===== src/rtl/axi_lite_mem_scheduler_if.sv =====
// AXI4-Lite master/slave bundle used by the fetch/data memory scheduler.
// Signal names follow the M_AXI_* channel names without the prefix.
interface axi_lite_mem_scheduler_if #(
  parameter int ADDR_W = 32,
  parameter int DATA_W = 32,
  parameter int STRB_W = 4,
  parameter int PROT_W = 3,
  parameter int RESP_W = 2
);
  logic              AWVALID;
  logic              AWREADY;
  logic [ADDR_W-1:0] AWADDR;
  logic [PROT_W-1:0] AWPROT;
  logic              WVALID;
  logic              WREADY;
  logic [DATA_W-1:0] WDATA;
  logic [STRB_W-1:0] WSTRB;
  logic              BVALID;
  logic              BREADY;
  logic [RESP_W-1:0] BRESP;
  logic              ARVALID;
  logic              ARREADY;
  logic [ADDR_W-1:0] ARADDR;
  logic [PROT_W-1:0] ARPROT;
  logic              RVALID;
  logic              RREADY;
  logic [DATA_W-1:0] RDATA;
  logic [RESP_W-1:0] RRESP;

  modport master (
    output AWVALID, AWADDR, AWPROT,
    output WVALID, WDATA, WSTRB,
    output BREADY,
    output ARVALID, ARADDR, ARPROT,
    output RREADY,
    input  AWREADY, WREADY,
    input  BVALID, BRESP,
    input  ARREADY,
    input  RVALID, RDATA, RRESP
  );

  modport slave (
    input  AWVALID, AWADDR, AWPROT,
    input  WVALID, WDATA, WSTRB,
    input  BREADY,
    input  ARVALID, ARADDR, ARPROT,
    input  RREADY,
    output AWREADY, WREADY,
    output BVALID, BRESP,
    output ARREADY,
    output RVALID, RDATA, RRESP
  );
endinterface


===== src/rtl/axi_lite_mem_scheduler.sv =====
// Round-robin scheduler sharing one AXI4-Lite master between fetch and
// data requesters, with a sticky watchdog for a stalled slave.
module axi_lite_mem_scheduler #(
  parameter int AXI_ADDR_WIDTH   = 32,
  parameter int DATA_WIDTH       = 32,
  parameter int AXI_DATA_WIDTH   = 32,
  parameter int AXI_STROBE_WIDTH = 4,
  parameter int AXI_PROT_WIDTH   = 3,
  parameter int AXI_RESP_WIDTH   = 2,
  parameter int TIMEOUT_CYCLES   = 256,
  parameter logic [AXI_PROT_WIDTH-1:0] FETCH_PROT = 3'b100,
  parameter logic [AXI_PROT_WIDTH-1:0] DATA_PROT  = 3'b000
) (
  input  logic                        CLK,
  input  logic                        RST,
  input  logic                        if_req,
  input  logic [AXI_ADDR_WIDTH-1:0]   if_addr,
  output logic                        if_done,
  output logic [DATA_WIDTH-1:0]       if_rdata,
  output logic                        if_err,
  input  logic                        d_req,
  input  logic                        d_we,
  input  logic [AXI_ADDR_WIDTH-1:0]   d_addr,
  input  logic [DATA_WIDTH-1:0]       d_wdata,
  input  logic [AXI_STROBE_WIDTH-1:0] d_wstrb,
  output logic                        d_done,
  output logic [DATA_WIDTH-1:0]       d_rdata,
  output logic                        d_err,
  output logic                        hang,
  axi_lite_mem_scheduler_if.master    m_axi
);

  typedef enum logic [2:0] {
    IDLE, RADDR, RDATA, WADDR, WRESP
  } state_e;

  localparam logic OWN_F = 1'b0;
  localparam logic OWN_D = 1'b1;
  localparam int WD_W =
    (TIMEOUT_CYCLES > 0) ? $clog2(TIMEOUT_CYCLES + 1) : 1;
  localparam logic [WD_W-1:0] WD_MAX = WD_W'(TIMEOUT_CYCLES);

  state_e state_q, state_d;
  logic owner_q, owner_d;
  logic last_q, last_d;
  logic [AXI_ADDR_WIDTH-1:0] addr_q, addr_d;
  logic [AXI_PROT_WIDTH-1:0] prot_q, prot_d;
  logic [AXI_DATA_WIDTH-1:0] wdata_q, wdata_d;
  logic [AXI_STROBE_WIDTH-1:0] wstrb_q, wstrb_d;
  logic arvalid_q, arvalid_d;
  logic rready_q, rready_d;
  logic awvalid_q, awvalid_d;
  logic wvalid_q, wvalid_d;
  logic bready_q, bready_d;
  logic if_done_q, if_done_d;
  logic d_done_q, d_done_d;
  logic if_err_q, if_err_d;
  logic d_err_q, d_err_d;
  logic [DATA_WIDTH-1:0] if_rdata_q, if_rdata_d;
  logic [DATA_WIDTH-1:0] d_rdata_q, d_rdata_d;
  logic hang_q, hang_d;
  logic [WD_W-1:0] wd_q, wd_d;

  logic f_ok, d_ok, grant_f;
  logic ar_hs, r_hs, aw_hs, w_hs, b_hs;

  always_comb begin
    ar_hs = arvalid_q & m_axi.ARREADY;
    r_hs  = rready_q & m_axi.RVALID;
    aw_hs = awvalid_q & m_axi.AWREADY;
    w_hs  = wvalid_q & m_axi.WREADY;
    b_hs  = bready_q & m_axi.BVALID;
    // A requester is ignored in its own done cycle: its req is still high.
    f_ok    = if_req & ~if_done_q;
    d_ok    = d_req & ~d_done_q;
    grant_f = f_ok & (~d_ok | (last_q == OWN_D));

    state_d    = state_q;
    owner_d    = owner_q;
    last_d     = last_q;
    addr_d     = addr_q;
    prot_d     = prot_q;
    wdata_d    = wdata_q;
    wstrb_d    = wstrb_q;
    arvalid_d  = arvalid_q;
    rready_d   = rready_q;
    awvalid_d  = awvalid_q;
    wvalid_d   = wvalid_q;
    bready_d   = bready_q;
    if_done_d  = 1'b0;
    d_done_d   = 1'b0;
    if_err_d   = if_err_q;
    d_err_d    = d_err_q;
    if_rdata_d = if_rdata_q;
    d_rdata_d  = d_rdata_q;

    unique case (state_q)
      IDLE: begin
        if (grant_f) begin
          owner_d   = OWN_F;
          last_d    = OWN_F;
          addr_d    = if_addr;
          prot_d    = FETCH_PROT;
          arvalid_d = 1'b1;
          state_d   = RADDR;
        end else if (d_ok) begin
          owner_d = OWN_D;
          last_d  = OWN_D;
          addr_d  = d_addr;
          prot_d  = DATA_PROT;
          wdata_d = d_wdata;
          wstrb_d = d_wstrb;
          if (d_we) begin
            awvalid_d = 1'b1;
            wvalid_d  = 1'b1;
            state_d   = WADDR;
          end else begin
            arvalid_d = 1'b1;
            state_d   = RADDR;
          end
        end
      end
      RADDR: begin
        if (ar_hs) begin
          arvalid_d = 1'b0;
          rready_d  = 1'b1;
          state_d   = RDATA;
        end
      end
      RDATA: begin
        if (r_hs) begin
          rready_d = 1'b0;
          state_d  = IDLE;
          if (owner_q == OWN_F) begin
            if_rdata_d = m_axi.RDATA;
            if_err_d   = (m_axi.RRESP != '0);
            if_done_d  = 1'b1;
          end else begin
            d_rdata_d = m_axi.RDATA;
            d_err_d   = (m_axi.RRESP != '0);
            d_done_d  = 1'b1;
          end
        end
      end
      WADDR: begin
        if (aw_hs) awvalid_d = 1'b0;
        if (w_hs)  wvalid_d  = 1'b0;
        if (!(awvalid_q & ~aw_hs) && !(wvalid_q & ~w_hs)) begin
          bready_d = 1'b1;
          state_d  = WRESP;
        end
      end
      WRESP: begin
        if (b_hs) begin
          bready_d  = 1'b0;
          d_rdata_d = '0;
          d_err_d   = (m_axi.BRESP != '0);
          d_done_d  = 1'b1;
          state_d   = IDLE;
        end
      end
      default: state_d = IDLE;
    endcase

    wd_d = wd_q;
    if (state_q == IDLE || ar_hs || r_hs || aw_hs || w_hs || b_hs)
      wd_d = '0;
    else if (wd_q != WD_MAX)
      wd_d = wd_q + 1'b1;
    hang_d = hang_q | ((TIMEOUT_CYCLES != 0) && (wd_d == WD_MAX));
  end

  always_ff @(posedge CLK or posedge RST) begin
    if (RST) begin
      state_q    <= IDLE;
      owner_q    <= OWN_F;
      last_q     <= OWN_D;
      addr_q     <= '0;
      prot_q     <= '0;
      wdata_q    <= '0;
      wstrb_q    <= '0;
      arvalid_q  <= 1'b0;
      rready_q   <= 1'b0;
      awvalid_q  <= 1'b0;
      wvalid_q   <= 1'b0;
      bready_q   <= 1'b0;
      if_done_q  <= 1'b0;
      d_done_q   <= 1'b0;
      if_err_q   <= 1'b0;
      d_err_q    <= 1'b0;
      if_rdata_q <= '0;
      d_rdata_q  <= '0;
      hang_q     <= 1'b0;
      wd_q       <= '0;
    end else begin
      state_q    <= state_d;
      owner_q    <= owner_d;
      last_q     <= last_d;
      addr_q     <= addr_d;
      prot_q     <= prot_d;
      wdata_q    <= wdata_d;
      wstrb_q    <= wstrb_d;
      arvalid_q  <= arvalid_d;
      rready_q   <= rready_d;
      awvalid_q  <= awvalid_d;
      wvalid_q   <= wvalid_d;
      bready_q   <= bready_d;
      if_done_q  <= if_done_d;
      d_done_q   <= d_done_d;
      if_err_q   <= if_err_d;
      d_err_q    <= d_err_d;
      if_rdata_q <= if_rdata_d;
      d_rdata_q  <= d_rdata_d;
      hang_q     <= hang_d;
      wd_q       <= wd_d;
    end
  end

  assign if_done  = if_done_q;
  assign if_rdata = if_rdata_q;
  assign if_err   = if_err_q;
  assign d_done   = d_done_q;
  assign d_rdata  = d_rdata_q;
  assign d_err    = d_err_q;
  assign hang     = hang_q;

  assign m_axi.ARVALID = arvalid_q;
  assign m_axi.ARADDR  = addr_q;
  assign m_axi.ARPROT  = prot_q;
  assign m_axi.RREADY  = rready_q;
  assign m_axi.AWVALID = awvalid_q;
  assign m_axi.AWADDR  = addr_q;
  assign m_axi.AWPROT  = prot_q;
  assign m_axi.WVALID  = wvalid_q;
  assign m_axi.WDATA   = wdata_q;
  assign m_axi.WSTRB   = wstrb_q;
  assign m_axi.BREADY  = bready_q;

endmodule


===== src/flat_wrapper.sv =====
// flat-port wrapper written by rule: the top's interface ports become plain ports
module axi_lite_mem_scheduler_flat 
#(
  parameter int AXI_ADDR_WIDTH   = 32,
  parameter int DATA_WIDTH       = 32,
  parameter int AXI_DATA_WIDTH   = 32,
  parameter int AXI_STROBE_WIDTH = 4,
  parameter int AXI_PROT_WIDTH   = 3,
  parameter int AXI_RESP_WIDTH   = 2,
  parameter int TIMEOUT_CYCLES   = 256,
  parameter logic [AXI_PROT_WIDTH-1:0] FETCH_PROT = 3'b100,
  parameter logic [AXI_PROT_WIDTH-1:0] DATA_PROT  = 3'b000
)
  (CLK, RST, if_req, if_addr, if_done, if_rdata, if_err, d_req, d_we, d_addr, d_wdata, d_wstrb, d_done, d_rdata, d_err, hang, m_axi_AWVALID, m_axi_AWADDR, m_axi_AWPROT, m_axi_WVALID, m_axi_WDATA, m_axi_WSTRB, m_axi_BREADY, m_axi_ARVALID, m_axi_ARADDR, m_axi_ARPROT, m_axi_RREADY, m_axi_AWREADY, m_axi_WREADY, m_axi_BVALID, m_axi_BRESP, m_axi_ARREADY, m_axi_RVALID, m_axi_RDATA, m_axi_RRESP);
  axi_lite_mem_scheduler_if m_axi_i ();
  input  logic CLK;
  input  logic RST;
  input  logic if_req;
  input  logic [AXI_ADDR_WIDTH-1:0] if_addr;
  output logic if_done;
  output logic [DATA_WIDTH-1:0] if_rdata;
  output logic if_err;
  input  logic d_req;
  input  logic d_we;
  input  logic [AXI_ADDR_WIDTH-1:0] d_addr;
  input  logic [DATA_WIDTH-1:0] d_wdata;
  input  logic [AXI_STROBE_WIDTH-1:0] d_wstrb;
  output logic d_done;
  output logic [DATA_WIDTH-1:0] d_rdata;
  output logic d_err;
  output logic hang;
  output wire logic [$bits(m_axi_i.AWVALID)-1:0] m_axi_AWVALID;
  output wire logic [$bits(m_axi_i.AWADDR)-1:0] m_axi_AWADDR;
  output wire logic [$bits(m_axi_i.AWPROT)-1:0] m_axi_AWPROT;
  output wire logic [$bits(m_axi_i.WVALID)-1:0] m_axi_WVALID;
  output wire logic [$bits(m_axi_i.WDATA)-1:0] m_axi_WDATA;
  output wire logic [$bits(m_axi_i.WSTRB)-1:0] m_axi_WSTRB;
  output wire logic [$bits(m_axi_i.BREADY)-1:0] m_axi_BREADY;
  output wire logic [$bits(m_axi_i.ARVALID)-1:0] m_axi_ARVALID;
  output wire logic [$bits(m_axi_i.ARADDR)-1:0] m_axi_ARADDR;
  output wire logic [$bits(m_axi_i.ARPROT)-1:0] m_axi_ARPROT;
  output wire logic [$bits(m_axi_i.RREADY)-1:0] m_axi_RREADY;
  input wire logic [$bits(m_axi_i.AWREADY)-1:0] m_axi_AWREADY;
  input wire logic [$bits(m_axi_i.WREADY)-1:0] m_axi_WREADY;
  input wire logic [$bits(m_axi_i.BVALID)-1:0] m_axi_BVALID;
  input wire logic [$bits(m_axi_i.BRESP)-1:0] m_axi_BRESP;
  input wire logic [$bits(m_axi_i.ARREADY)-1:0] m_axi_ARREADY;
  input wire logic [$bits(m_axi_i.RVALID)-1:0] m_axi_RVALID;
  input wire logic [$bits(m_axi_i.RDATA)-1:0] m_axi_RDATA;
  input wire logic [$bits(m_axi_i.RRESP)-1:0] m_axi_RRESP;
  assign m_axi_AWVALID = m_axi_i.AWVALID;
  assign m_axi_AWADDR = m_axi_i.AWADDR;
  assign m_axi_AWPROT = m_axi_i.AWPROT;
  assign m_axi_WVALID = m_axi_i.WVALID;
  assign m_axi_WDATA = m_axi_i.WDATA;
  assign m_axi_WSTRB = m_axi_i.WSTRB;
  assign m_axi_BREADY = m_axi_i.BREADY;
  assign m_axi_ARVALID = m_axi_i.ARVALID;
  assign m_axi_ARADDR = m_axi_i.ARADDR;
  assign m_axi_ARPROT = m_axi_i.ARPROT;
  assign m_axi_RREADY = m_axi_i.RREADY;
  assign m_axi_i.AWREADY = m_axi_AWREADY;
  assign m_axi_i.WREADY = m_axi_WREADY;
  assign m_axi_i.BVALID = m_axi_BVALID;
  assign m_axi_i.BRESP = m_axi_BRESP;
  assign m_axi_i.ARREADY = m_axi_ARREADY;
  assign m_axi_i.RVALID = m_axi_RVALID;
  assign m_axi_i.RDATA = m_axi_RDATA;
  assign m_axi_i.RRESP = m_axi_RRESP;
  axi_lite_mem_scheduler #(.AXI_ADDR_WIDTH(AXI_ADDR_WIDTH), .DATA_WIDTH(DATA_WIDTH), .AXI_DATA_WIDTH(AXI_DATA_WIDTH), .AXI_STROBE_WIDTH(AXI_STROBE_WIDTH), .AXI_PROT_WIDTH(AXI_PROT_WIDTH), .AXI_RESP_WIDTH(AXI_RESP_WIDTH), .TIMEOUT_CYCLES(TIMEOUT_CYCLES), .FETCH_PROT(FETCH_PROT), .DATA_PROT(DATA_PROT)) u_core (.CLK(CLK), .RST(RST), .if_req(if_req), .if_addr(if_addr), .if_done(if_done), .if_rdata(if_rdata), .if_err(if_err), .d_req(d_req), .d_we(d_we), .d_addr(d_addr), .d_wdata(d_wdata), .d_wstrb(d_wstrb), .d_done(d_done), .d_rdata(d_rdata), .d_err(d_err), .hang(hang), .m_axi(m_axi_i));
endmodule

===== config.mk =====
export PLATFORM = sky130hd
export DESIGN_NAME = axi_lite_mem_scheduler_flat
export DESIGN_NICKNAME = d
export VERILOG_FILES = /design/src/rtl/axi_lite_mem_scheduler_if.sv /design/src/rtl/axi_lite_mem_scheduler.sv /design/src/flat_wrapper.sv
export SDC_FILE = /design/constraint.sdc
export NUM_CORES = 1
export LEC_CHECK = 0
export CELL_PAD_IN_SITES_DETAIL_PLACEMENT = 1
export CELL_PAD_IN_SITES_GLOBAL_PLACEMENT = 1
export CORE_MARGIN = 3
export CORE_UTILIZATION = 28
export CTS_CLUSTER_SIZE = 25
export DETAILED_ROUTE_END_ITERATION = 6
export GPL_ROUTABILITY_DRIVEN = 0
export PLACE_DENSITY_LB_ADDON = 0.1
export SYNTH_ARGS = -nofsm -noshare
export SYNTH_HDL_FRONTEND = slang
export SYNTH_SLANG_ARGS = --single-unit
export TNS_END_PERCENT = 30

===== constraint.sdc =====
create_clock -name CLK -period 5.3 [get_ports CLK]
set_input_delay 0.795 -clock CLK [delete_from_list [all_inputs] [get_ports CLK]]
set_output_delay 0.795 -clock CLK [all_outputs]
set_load 0.1 [all_outputs]

# Yosys cells after proc, flatten, opt, wreduce, memory -nomap -nowiden
# Cells that the tools add are included.
word_totals:
  out_inout_bits: 180
  elab_cells: 134
  input_bits: 146
  reg_bits: 159
classes:
  bitwise: 19
  reduce_logical: 27
  n_eq_ne: 18
  muxes: 49
  addsub: 1
ops:
  columns: ["cell", "count"]
  rows:
  - ["2-to-1 mux 32 bit", 5]
  - ["case mux 32 bit (2 select lines)", 1]
  - ["2-to-1 mux 1 bit", 24]
  - ["2-to-1 mux 3 bit", 8]
  - ["2-to-1 mux 9 bit", 2]
  - ["inequality test 2 x 1 -> 1 bit, second input constant", 8]
  - ["nonzero test 2 bit", 8]
  - ["case mux 3 bit (5 select lines)", 1]
  - ["AND reduction 5 bit", 3]
  - ["case mux 1 bit (2 select lines)", 7]
  - ["AND reduction 3 bit", 4]
  - ["bitwise AND 1 bit", 10]
  - ["adder 9 x 1 -> 9 bit, second input constant", 1]
  - ["== test 9 bit, second input constant", 1]
  - ["inequality test 9 bit, second input constant", 1]
  - ["AND reduction 4 bit", 2]
  - ["NOT 1 bit", 7]
  - ["== test 3 x 2 -> 1 bit, second input constant", 2]
  - ["logical OR 1 bit", 5]
  - ["inequality test 2 bit, second input constant", 2]
  - ["== test 3 x 1 -> 1 bit, second input constant", 1]
  - ["== test 3 bit, second input constant", 1]
  - ["zero test 3 bit", 1]
  - ["inequality test 3 x 1 -> 1 bit, second input constant", 1]
  - ["other kinds (6)", 8]

# Logic depth before layout (Yosys ltp)
# Gate-level depths: netlist of run 1.
logic_depth:
  ltp_word: 9
  ltp_mapped: 7

# Worst setup path after synthesis of run 1
# OpenSTA, ideal clock, no wires.
synth_timing:
  kind: "register to register"
  startpoint: "reg u_core.rready_q, in the netlist u_core.m_axi.RREADY"
  endpoint: "reg u_core.if_rdata_q[20], in the netlist u_core.if_rdata[20]"
  stages_incl_launch_ff: 5
  t_arrival_ps: 2226
  t_required_ps: 5175
  setup_slack_ps: 2949
  setup_ps: 125
  synth_period_minus_slack_ps: 2351
  cell_sequence: "dfrtp_1 > nand2_1 > nor4_4 > buf_6 > mux2_2"
synth_via:
  elab_chain_len: 2
synth_rtl:
  columns: ["element", "line", "source"]
  rows:
  - ["start, declared", "axi_lite_mem_scheduler.sv:51", "logic rready_q, rready_d;"]
  - ["start signal, assigned", "axi_lite_mem_scheduler.sv:204", "rready_q <= rready_d;"]
  - ["bitwise AND 1 bit", "axi_lite_mem_scheduler.sv:69", "r_hs = rready_q & m_axi.RVALID;"]
  - ["AND reduction 3 bit (no line)", null, null]
  - ["end signal, assigned", "axi_lite_mem_scheduler.sv:212", "if_rdata_q <= if_rdata_d;"]
  - ["end, declared", "axi_lite_mem_scheduler.sv:59", "logic [DATA_WIDTH-1:0] if_rdata_q, if_rdata_d;"]
# Every way passes these cells.
# A chain may end at the register's enable or synchronous reset.

# Final worst setup path of run 1
layout_timing:
  startpoint: "in d_req"
  endpoint: "reg u_core.wstrb_q[1], in the netlist u_core.m_axi.WSTRB[1]"
layout_via:
  elab_chain_len: 6
layout_rtl:
  columns: ["element", "line", "source"]
  rows:
  - ["start, declared", "flat_wrapper.sv:23", "input logic d_req;"]
  - ["bitwise AND 1 bit *", "axi_lite_mem_scheduler.sv:75", "d_ok = d_req & ~d_done_q;"]
  - ["NOT 1 bit", "axi_lite_mem_scheduler.sv:76", "grant_f = f_ok & (~d_ok | (last_q == OWN_D));"]
  - ["bitwise OR 1 bit", "axi_lite_mem_scheduler.sv:76", null]
  - ["bitwise AND 1 bit", "axi_lite_mem_scheduler.sv:76", null]
  - ["NOT 1 bit (no line)", null, null]
  - ["AND reduction 3 bit (no line) *", null, null]
  - ["end signal, assigned", "axi_lite_mem_scheduler.sv:202", "wstrb_q <= wstrb_d;"]
  - ["end, declared", "axi_lite_mem_scheduler.sv:49", "logic [AXI_STROBE_WIDTH-1:0] wstrb_q, wstrb_d;"]
# Mark *: on every way between the ends. The rest lies on a longest branch, timed or not.

==> results_dict.tcl, run 1 <==
set metrics [dict create \
    status "finished, final reports clean" \
    grt_pass1_vias 5865 \
    synth_top_family_by_area "multiplexers" \
    finalCriticalPeriod_ps 2870 \
    insertedDiodeCount 0 \
    pin_count 326 \
    ant_nets 0 \
    cts_buffers 17 \
    slowest_delay_ps 850 \
    cts_sinks 157 \
    clockRootBuffer "clkbuf_16" \
    yosysWarnings 0 \
    grt_first_pass_wirelength_um 34100 \
    num_rows 56 \
    hold_viol 0 \
    numPortBuffers 321 \
    grt_use_total_pct 16.7 \
    avgViaCountPerCell 4.55 \
    cts_tree "yes" \
    cts_setup_buffers 0 \
    htree_levels 4 \
    syn_avg_cell_area_um2 12.6 \
    min_period_over_period_pct 54.1 \
    cap_violations 0 \
    vias 5248 \
    hold_slack_ps 487 \
    grt_max_degree 99 \
    ys_seq_area_share_pct 58.3 \
    cts_buffer_depth 2 \
    critPathTopFamily "simple AND/OR/NAND/NOR gates" \
    crit_fanout 37 \
    synth-seq-cells 157 \
    synth-xor-area-share_pct 1.04 \
    start_util_pct 28.6 \
    multiInputGateArea_um2 2380 \
    clock_latency_ps 420 \
    first_iter_violations 159 \
    hold_buffers 0 \
    synthCells 535 \
    final_nets 969 \
    synth_cell_types 47 \
    areaGrowthSynthToFinish_pct 57.6 \
    dieArea_um2 26000 \
    cp.required_ps 5600 \
    cts.clk_slew.worst_paths_ps 70 \
    overflow 0 \
    final_common_cell "clkdlybuf4s50_1" \
    layout_common_cells "clkdlybuf4s50_1 (321), dfrtp_1 (156), mux2_2 (64), nand2_1 (45)" \
    synth_simple_gate_area_share_pct 6.89 \
    synth_fa_ha_area_share_pct 0.371 \
    critPathKind "input pin to flop" \
    finalClockSkew_ps 12.9 \
    synthMuxAreaShare_pct 16.3 \
    slew_headroom_pct 27.2 \
    arrival_ps 3160 \
    setup_viol 0 \
    routedWlPerCell_um 18.8 \
    num-fill-cells 2507 \
    rsz0062_at_grt "false" \
    fin_tns_setup_ps 0 \
    drive_gt1_share_pct 13.7 \
    wl_um 21700 \
    die_w_um 161 \
    ys_async_sr_fraction_pct 100 \
    cp-end-kind "flop" \
    synth-compound-area-share_pct 10.1 \
    netlist_area_um2 6740 \
    hp-class "flop to flop" \
    path_buf_inv 1 \
    fmax_mhz 349 \
    drt-pass1-iter-count 4 \
    antenna_found_initial 1 \
    core_area_um2 23500 \
    seqCellArea_um2 3930 \
    maxSlewViolCount 0 \
    crit_path_top_delay_cell "nor2_4" \
    ys.flop_type "dfrtp_1" \
    worstSetupStartpointType "input pin" \
    dp_hpwl_um 16400 \
    path_cells "clkdlybuf4s50_1, nor2b_1, nand2_2, nor2_4, mux2_2" \
    synth-edff-count 0 \
    die_h_um 161 \
    route.detailed.drc 0 \
    tightest_slew_ps 1090 \
    cts_repair_resize_count 0 \
]
-- layer usage --
metal	vias to the layer above	share of wire, %	GRT usage [%]
met5	-	0.060	0
met4	2	1.3	4.22
met3	16	8.4	6.67
met2	204	51	29.5
met1	2617	39	18.9
li1	2409	-	-
-- path summary, 6_finish.rpt --
kind,start,end,slack [ps],depth (start not counted)
worst max-delay path,d_req,u_core.m_axi.WSTRB[1],2430,5
worst min-delay path,u_core.hang,u_core.hang,490,1
worst max register to register,u_core.state_q[0],u_core.m_axi.WSTRB[1],2680,4
worst min register to register,u_core.hang,u_core.hang,490,1
max in group asynchronous,RST,u_core.last_q,3330,3
min in group asynchronous,RST,u_core.hang,960,2
-- registers in the layout (all words and copies together) (netlist names), 3 cells and up --
name                 cells
u_core.d_rdata          32
u_core.if_rdata         32
u_core.m_axi.ARADDR     32
u_core.m_axi.WDATA      32
u_core.m_axi.WSTRB       4
u_core.state_q           3
u_core.wd_q              9
-- cell type report --
class | instances | area share [%]
repair buffers | 327 | 30.7
flip-flops and latches | 157 | 37.0
inverters | 11 | 0.436
clock buffers | 17 | 4.01
multi-input cells | 307 | 22.4
well taps | 319 | 3.76
clock inverters | 15 | 1.68
-- cell usage after synthesis, drive strengths merged (3+ instances only) --
master  instances  share of area (%)
clkbuf          9               0.50
a22o           33                4.3
nor3            5               0.54
a31oi           3               0.37
nor2           22                1.3
a21oi           8               0.59
nand4           4               0.37
mux2           69                 12
inv            11               0.61
xnor2           6               0.78
buf            54                5.8
o21ai          34                2.5
dfrtp         156                 58
a22oi           3               0.33
nor2b           6               0.56
nand3           3               0.22
mux2i          32                4.8
nand2          46                2.6
a21o            4               0.45
-- through the flow --
step                      util, %  cells  setup slack (ps)  instance area (um^2)
after floorplan                 -    538               272                  6750
after CTS                    45.1   1153              2410                 10600
final                        45.1   1153              2430                 10600
after global placement       42.5   1121              2040                 10000
after global routing         45.1   1153              2320                 10600
after detailed placement     42.5   1121              1960                 10000
-- cells by family (layout without fill, tap and decap cells) --
family,count (synthesis),count (layout)
buffers and inverters,74,370
other,1,4
and+or+nand+nor,94,94
xor gates and xnor gates,8,8
adders and majority gates,2,2
muxes,101,101
DFF,157,157
AOI/OAI and AO/OA,98,98
Power of run 1 is not shown: default switching activity piles up to over one toggle a cycle in this logic, so the estimate is an artifact.
==> run 2: changes to the inputs <==
==> constraint.sdc (replaced) <==
create_clock -name CLK -period 2.55 [get_ports CLK]
set_input_delay 0.3825 -clock CLK [delete_from_list [all_inputs] [get_ports CLK]]
set_output_delay 0.3825 -clock CLK [all_outputs]
set_load 0.1 [all_outputs]
==> run 2 against run 1 <==
  * Wire length is 1.8% lower
  * Critical path type unchanged
  * Critical endpoint is now u_core.m_axi.WDATA[11]
  * Utilization is 1.2 points lower
  * Sequential share of layout area is 1.0 points higher
  * Count of clock-buffer cells in the layout is 1 higher
  * Die area stayed put
  * Setup slack worse by 2100 ps
  * Global-route usage is 0.44 points lower
  * Flip-flop and latch count stayed put
==> results_dict.tcl, run 2 (synthesis gave the netlist of run 1 again) <==
set metrics [dict create \
    vias 5265 \
    pin_count 326 \
    die_h_um 161 \
    cts_setup_buffers 0 \
    r2r_start "u_core.state_q[1]" \
    min_period_over_period_pct 86.2 \
    status "finished, final reports clean" \
    arrival_ps 2500 \
    critPathKind "input pin to flop" \
    clockRootBuffer "clkbuf_16" \
    start_util_pct 28.6 \
    drt-pass1-iter-count 4 \
    clock_latency_ps 420 \
    drive_gt1_share_pct 35.3 \
    wl_um 21300 \
    grt_max_degree 62 \
    place_ws_ps -93.5 \
    num_rows 56 \
    setup_viol 0 \
    final_nets 978 \
    tightest_slew_ps 1050 \
    cp.required_ps 2850 \
    first_iter_violations 198 \
    rrSetupSlack_ps 380 \
    hold_viol 0 \
    cts_sinks 157 \
    fin_ws_ps 352 \
    cap_violations 0 \
    die_w_um 161 \
    grt_pass1_vias 5841 \
    hp-class "input pin to asynchronous set/reset pin" \
    dp_hpwl_um 16000 \
    insertedDiodeCount 0 \
    postPlaceCellArea_um2 9690 \
    areaGrowthSynthToFinish_pct 53.2 \
    routedWlPerCell_um 18.4 \
    rsz0062_at_grt "false" \
    cts_repair_resize_count 0 \
    final_util_pct 43.9 \
    cts_buffer_depth 2 \
    ant_nets 0 \
    grt_first_pass_wirelength_um 33400 \
    antenna_found_initial 0 \
    maxSlewViolCount 0 \
    r2r_cells 4 \
    finalClockSkew_ps 9.87 \
    final_common_cell "buf_4" \
    numPortBuffers 321 \
    slew_headroom_pct 29.6 \
    hold_buffers 0 \
    dieArea_um2 26000 \
    crit_fanout 37 \
    cts.clk_slew.worst_paths_ps 70 \
    fmax_mhz 455 \
    cts_tree "yes" \
    core_area_um2 23500 \
    route.detailed.drc 0 \
    layout_common_cells "buf_4 (187), dfrtp_1 (156), clkdlybuf4s50_1 (145), mux2_2 (64), nand2_1 (45)" \
    avgViaCountPerCell 4.53 \
    r2r_end "u_core.m_axi.WDATA[11]" \
    cts_buffers 17 \
    cp-end-kind "flop" \
    htree_levels 4 \
    overflow 0 \
    grt_use_total_pct 16.3 \
    worstSetupStartpointType "input pin" \
    finalCriticalPeriod_ps 2200 \
    fin_area_um2 10300 \
]
-- run 2: final cells by class --
class | count | area (um^2)
inverters | 11 | 45.0
clock buffers | 18 | 429
clock inverters | 14 | 206
multi-input cells | 307 | 2380
repair buffers | 336 | 2940
fillers | 2521 | 13200
flip-flops and latches | 157 | 3930
well taps | 319 | 399
-- run 2: critical path: stages --
cell,delay [ps]
clkdlybuf4s50_1,470
nor2b_1,140
buf_4,160
a21boi_4,70
nor2_4,810
mux2_2,420
-- run 2: metal layers --
metal / routed length [um] / vias to the layer above / track usage, %
li1: - / 2425 / -
met3: 1730 / 26 / 5.90
met4: 541 / 0 / 6.10
met1: 8360 / 2613 / 18.4
met2: 10700 / 201 / 28.2
met5: 0 / - / 0
-- run 2: how the worst max path moves through the flow --
stage,cells past startpoint,to,startpoint,slack (ps)
floorplan,1,u_core.d_done,RST,180
global placement,6,u_core.m_axi.WDATA[22],d_req,-40
detailed placement,6,u_core.m_axi.WSTRB[1],d_req,-90
CTS,4,u_core.m_axi.WDATA[14],u_core.state_q[1],360
global route,6,u_core.m_axi.WDATA[14],d_req,260
finish,6,u_core.m_axi.WDATA[11],d_req,350
-- run 2: per-stage QoR --
| step | instances | hold slack (ps) | setup TNS, ps |
|---|---|---|---|
| after detailed placement | 1130 | 468 | -2830 |
| after CTS | 1162 | 360 | 0 |
| after global routing | 1162 | 406 | 0 |
| after floorplan | 538 | 466 | 0 |
| final | 1162 | 368 | 0 |
| after global placement | 1130 | 473 | -1380 |
Power of run 2 is left out for the same reason.
==> run 3: changes to the inputs <==
==> constraint.sdc (replaced) <==
create_clock -name CLK -period 2.55 [get_ports CLK]
set_input_delay 0.3825 -clock CLK [delete_from_list [all_inputs] [get_ports CLK]]
set_output_delay 0.3825 -clock CLK [all_outputs]
set_load 0.005 [all_outputs]
==> run 3 against run 2 <==
  * Final cell count grew 0.17%
  * Clock skew is 5.4 ps higher
  * Cell area increased by 3.7%
  * Critical path depth fell by 2
  * Utilization up 1.6 points
  * Sequential share of layout area down 1.3 points
  * Hold slack gained 90 ps
  * Die area is the same
  * Highest routed layer unchanged
==> results_dict.tcl, run 3 (synthesis gave the netlist of run 1 again) <==
set metrics [dict create \
    route.detailed.drc 0 \
    cts_tree "yes" \
    avgViaCountPerCell 4.53 \
    finalClockSkew_ps 15.3 \
    final_common_cell "clkdlybuf4s50_1" \
    total_power_mw 11.5 \
    cts_setup_buffers 0 \
    postPlaceCellArea_um2 10100 \
    critPathKind "flop to flop" \
    first_iter_violations 192 \
    fmax_mhz 452 \
    overflow 0 \
    maxSlewViolCount 0 \
    status "finished, final reports clean" \
    cellPowerDensity_nw_per_um2 1080 \
    drt-pass1-iter-count 4 \
    slew_headroom_pct 28.0 \
    cts_repair_resize_count 0 \
    clock_latency_ps 420 \
    fin_area_um2 10700 \
    finalCriticalPeriod_ps 2210 \
    grt_pass1_vias 6016 \
    core_area_um2 23500 \
    layout_common_cells "clkdlybuf4s50_1 (321), dfrtp_1 (156), mux2_2 (64), nand2_1 (45)" \
    antenna_found_initial 3 \
    layout.cells.non_filler 1164 \
    clockRootBuffer "clkbuf_16" \
    grt_use_total_pct 16.9 \
    cp.required_ps 2850 \
    slowest_delay_ps 810 \
    hp-class "input pin to asynchronous set/reset pin" \
    cp-end-kind "flop" \
    cts.clk_slew.worst_paths_ps 70 \
    num_rows 56 \
    hold_viol 0 \
    final_nets 977 \
    dpl.cell_count 1129 \
    crit_fanout 37 \
    leakage_nw 4.61 \
    place_ws_ps -72.8 \
    hold_slack_ps 459 \
    tightest_slew_ps 1080 \
    vias 5268 \
    dieArea_um2 26000 \
    cts_buffers 17 \
    crit_path_top_delay_cell "nor2_4" \
    fin_ws_ps 339 \
    worstSetupStartpointType "flop" \
    die_w_um 161 \
    ir_worst_vdd_mv 0.500 \
    areaGrowthSynthToFinish_pct 58.8 \
    routedWlPerCell_um 18.8 \
    fin_tns_setup_ps 0 \
    wl_um 21800 \
    rsz0062_at_grt "false" \
    hold_buffers 0 \
    ant_nets 0 \
    grt_first_pass_wirelength_um 34700 \
    htree_levels 4 \
    path_cells "nor3_4, nand2_2, nor2_4, mux2_2" \
    dp_hpwl_um 16300 \
    final_util_pct 45.5 \
    cts_sinks 157 \
    cts_buffer_depth 2 \
    min_period_over_period_pct 86.7 \
    drive_gt1_share_pct 14.4 \
    arrival_ps 2510 \
    pin_count 326 \
    cap_violations 0 \
    grt_max_degree 87 \
    start_util_pct 28.6 \
    numPortBuffers 321 \
    setup_viol 0 \
    die_h_um 161 \
]
[run 3: changes by cell type in the layout (fill, tap and decap cells not counted)]
cell / previous run / this run
buf_4: 187 / 10
diode_2: 0 / 3
clkdlybuf4s50_1: 145 / 321
clkbuf_8: 0 / 1
inv_6: 3 / 4
clkinv_2: 1 / 2
bufinv_16: 4 / 1
[run 3: layout make-up]
cell class	count	area, um^2
antenna	3	7.51
clock buffer	19	443
clock inverter	13	130
fill	2492	12800
inverter	11	45.0
multi-input combinational	307	2380
sequential	157	3930
tap	319	399
timing repair buffer	335	3370
[run 3: worst max-delay path: cells and delay by family (launching register included)]
kind | cells | cell delay [ps]
DFF | 1 | 490
muxes | 1 | 430
and+or+nand+nor | 3 | 1150
[run 3: where the power goes]
group	switching (mW)	internal (mW)	total, mW
sequential	0.672	3.48	4.15
combinational	1.76	3.10	4.87
clock	1.09	1.40	2.49
[run 3: path summary, 6_finish.rpt]
check | end | slack (ps) | start | cells past startpoint
setup / recovery | u_core.m_axi.WDATA[24] | 340 | u_core.state_q[1] | 4
hold / removal | u_core.d_rdata[0] | 460 | RST | 3
setup reg to reg | u_core.m_axi.WDATA[24] | 340 | u_core.state_q[1] | 4
hold reg to reg | u_core.hang | 480 | u_core.hang | 1
max in group asynchronous | u_core.m_axi.WVALID | 1670 | RST | 3
min in group CLK | u_core.hang | 480 | u_core.hang | 1
[run 3: metal layers]
layer | track usage (%) | wire length (um) | up-vias
met5 | 0 | 0 | -
met3 | 7.13 | 1850 | 18
met2 | 28.9 | 11100 | 196
met1 | 19.0 | 8540 | 2626
met4 | 5.87 | 378 | 0
li1 | - | - | 2428
(Power assumes the default switching activity.)
==> RTL change 1 (settings of run 3) <==
`TIMEOUT_CYCLES` is set to 256 in 2 places; all go to 512.
--- a/src/rtl/axi_lite_mem_scheduler.sv
+++ b/src/rtl/axi_lite_mem_scheduler.sv
@@ -9,3 +9,3 @@
   parameter int AXI_RESP_WIDTH   = 2,
-  parameter int TIMEOUT_CYCLES   = 256,
+  parameter int TIMEOUT_CYCLES   = 512,
   parameter logic [AXI_PROT_WIDTH-1:0] FETCH_PROT = 3'b100,
--- a/src/flat_wrapper.sv
+++ b/src/flat_wrapper.sv
@@ -9,3 +9,3 @@
   parameter int AXI_RESP_WIDTH   = 2,
-  parameter int TIMEOUT_CYCLES   = 256,
+  parameter int TIMEOUT_CYCLES   = 512,
   parameter logic [AXI_PROT_WIDTH-1:0] FETCH_PROT = 3'b100,
Function: no difference found for any inputs over 4 cycles, from zero or initial values and one cycle with RST high; that may be too few to reach the edited logic, so the function may still have changed.
==> RTL change 1 against run 3 <==
- power is 9.1% higher
- core utilization is 0.19 points lower
- clock skew is 0.0026 ns lower
- synthesized area is 2.0% higher
- first-iteration DRC count is 7.8% lower
- combinational power is 13% higher
- sequential cell count is 1 higher
- maximum frequency is 8.9% higher
- design area is 0.77% higher
- wire length is 0.26% higher
- worst setup slack better by 0.18 ns
- largest power group unchanged
==> RTL change 1: results <==
metrics = {
    "place": {
        "placed_area_um2": 10190,
    },
    "pwr": {
        "vdd_drop_max_mv": 0.4441,
        "pg_seq_w": 0.00443,
        "total_power_w": 0.01256,
        "p_leak_nw": 4.579,
    },
    "timing": {
        "worst_slew_pin_slew_ns": 0.6816,
    },
    "detailed_routing": {
        "drt_iter0_markers": 177,
        "routedWlPerCell_um": 18.71,
        "wl_met3_um": 1973,
        "dr_wl_met2_um": 11360,
        "met1_length_um": 8262,
    },
    "global_routing": {
        "grt_pass1_wl_um": 34360,
        "gr-usage-met3_pct": 6.892,
        "track_usage_pct": 16.62,
    },
    "worst_setup_path": {
        "crit_start": "u_core.state_q[0]$_DFFE_PP0P_",
        "worstSetupEndpoint": "u_core.m_axi.WDATA[10]$_DFFE_PP0P_",
        "rr_endpoint": "u_core.m_axi.WDATA[10]$_DFFE_PP0P_",
        "cp_max_fo": 41,
        "r2r_setup_slack_ns": 0.52,
        "slowest_stage": "dfrtp_1",
    },
    "layout": {
        "n_clock_buffer": 17,
        "final_cells": 1170,
        "buffers": 331,
        "final_layout_size_suffix_gt1_share_pct": 13.63,
        "layout.nonclk_buf_share_pct": 31.06,
        "antenna_cells": 0,
        "finalNetCount": 987,
        "clk_share_pct": 5.567,
        "num-multi-input-gates": 320,
    },
    "logic_synthesis": {
        "ys_seq_area_share_pct": 57.53,
        "yosys.cell_types.count": 50,
        "synth.top_cells.by_count": "dfrtp_1 (157), mux2_2 (59), nand2_1 (52), o21ai_0 (40), buf_4 (39)",
        "avgSynthCellArea_um2": 12.50,
    },
    "status": {
        "status": "finished clean",
    },
    "die": {
        "fp.dieW_um": 162.7,
    },
}
-- RTL change 1: cell count changes after synthesis, moves of 3 or more --
cell,run 3,this run
buf_2,9,14
xnor2_1,6,3
mux2_1,5,11
buf_6,3,7
buf_4,42,39
o21ai_0,33,40
nor2b_1,6,1
mux2_2,64,59
clkbuf_1,9,4
nand2_1,45,52
-- RTL change 1: kinds of logic (layout without fill, tap and decap cells) --
| logic type | count (synthesis) | after routing | synth area share [%] |
|---|---|---|---|
| buf+inv | 75 | 373 | 7.243 |
| other cells | 1 | 4 | 0.05454 |
| fa+ha+maj | 2 | 2 | 0.3639 |
| mux | 103 | 103 | 16.27 |
| flops | 158 | 158 | 57.53 |
| compound gates | 98 | 98 | 9.663 |
| xor+xnor | 7 | 7 | 0.8917 |
| simple gates | 106 | 106 | 7.990 |
-- RTL change 1: worst max-delay path, delay by kind of cell (launching register included) --
kind                   cells  cell delay (ns)
buffers and inverters      1             0.26
muxes                      1             0.37
DFF                        1             0.56
and+or+nand+nor            2             0.70
==> RTL change 2 (flow settings as in run 3) <==
Made on the original files. Take the reset off `d_rdata_q` and load it in a clocked block of its own.
--- a/src/rtl/axi_lite_mem_scheduler.sv
+++ b/src/rtl/axi_lite_mem_scheduler.sv
@@ -191,3 +191,2 @@
       if_rdata_q <= '0;
-      d_rdata_q  <= '0;
       hang_q     <= 1'b0;
@@ -212,3 +211,2 @@
       if_rdata_q <= if_rdata_d;
-      d_rdata_q  <= d_rdata_d;
       hang_q     <= hang_d;
@@ -216,2 +214,6 @@
     end
+  end
+
+  always_ff @(posedge CLK) begin
+    d_rdata_q <= d_rdata_d;
   end
Formal check against the unedited RTL: differs if RST is asserted again (counterexample within 4 cycles, from zero or initial values and one cycle with RST high); with RST held inactive, the same outputs for 4 cycles.
==> RTL change 2 against run 3 <==
- non-clock buffer count shrank 1
- synthesized cell count grew 0.19%
- sequential cell count is the same
- worst hold slack lost 0.11 ns
- clock power grew 4%
- critical path depth grew 1
- power shrank 0.67%
- core utilization is essentially flat
- design area grew 0.99%
- worst setup slack gained 0.13 ns
- synthesized area grew 1.5%
- wire length shrank 4.2%
- critical endpoint is now u_core.m_axi.WDATA[8]$_DFFE_PP0P_
- largest cell class unchanged
- largest power group unchanged
==> RTL change 2: results <==
metrics = {
    "status": {
        "status": "finished clean",
    },
    "global_routing": {
        "track_usage_pct": 15.91,
        "antenna_found_initial": 1,
    },
    "place": {
        "dp_slack_ns": 0.3598,
        "place.detailed.hpwl_um": 15980,
        "placed_area_um2": 10210,
        "dpl.cell_count": 1130,
    },
    "worst_setup_path": {
        "rr_startpoint": "u_core.state_q[0]$_DFFE_PP0P_",
        "cp_slowest_stage_delay_ns": 0.59,
        "r2r_setup_slack_ns": 0.47,
        "worstSetupEndpoint": "u_core.m_axi.WDATA[8]$_DFFE_PP0P_",
        "cp_max_fo": 36,
        "rr_worst_depth": 5,
    },
    "detailed_routing": {
        "routedWlPerCell_um": 17.99,
        "drt_iter0_markers": 121,
    },
    "logic_synthesis": {
        "synthAdderAreaFrac_pct": 0.3659,
        "synth-xor-area-share_pct": 1.025,
        "synth.area.mux_share_pct": 16.04,
        "synth_edf_count": 32,
        "synth_compound_area_share_pct": 6.037,
        "synth_area_leaders": "dfrtp_1 (45%), edfxtp_1 (14%), mux2_2 (10%)",
        "ys_seq_area_share_pct": 59.81,
        "synth-async-reset-ratio_pct": 79.62,
    },
    "layout": {
        "final_layout_size_suffix_gt1_share_pct": 14.00,
        "finalNetCount": 978,
    },
    "timing": {
        "worst_slew_pin_slew_ns": 0.5970,
        "fmax_ghz": 0.4807,
        "hold_slack_ns": 0.3519,
        "finClkSkew_ns": 0.01322,
    },
    "pwr": {
        "vdd_drop_max_mv": 0.4489,
        "p_leak_nw": 4.418,
    },
}
RTL change 2: layout make-up:
cell class / instances / area [um^2]
antenna: 1 / 2.502
clock buffer: 21 / 471.7
clock inverter: 11 / 128.9
fill: 2470 / 12940
inverter: 6 / 26.28
multi-input combinational: 314 / 2321
sequential: 157 / 4090
tap: 319 / 399.1
timing repair buffer: 334 / 3373
RTL change 2: critical path: cells and delay by family, from the launching register on:
family / cells / cell delay [ns]
and+or+nand+nor: 3 / 0.76
DFF: 1 / 0.59
buffers and inverters: 1 / 0.22
muxes: 1 / 0.36
RTL change 2: where the power goes:
group,leakage (nW),switching [W],total (W),internal (W)
Clock,0.300,0.00106,0.00260,0.00154
Combinational,2.25,0.00161,0.00454,0.00293
Sequential,1.87,0.000765,0.00429,0.00353
Total,4.42,0.00344,0.0114,0.00800
RTL change 2: metal layers:
metal / routed length [um] / track usage [%]
met1: 8654 / 19.38
met2: 10110 / 26.22
met3: 1791 / 5.866
met4: 362 / 5.157
met5: 0 / 0
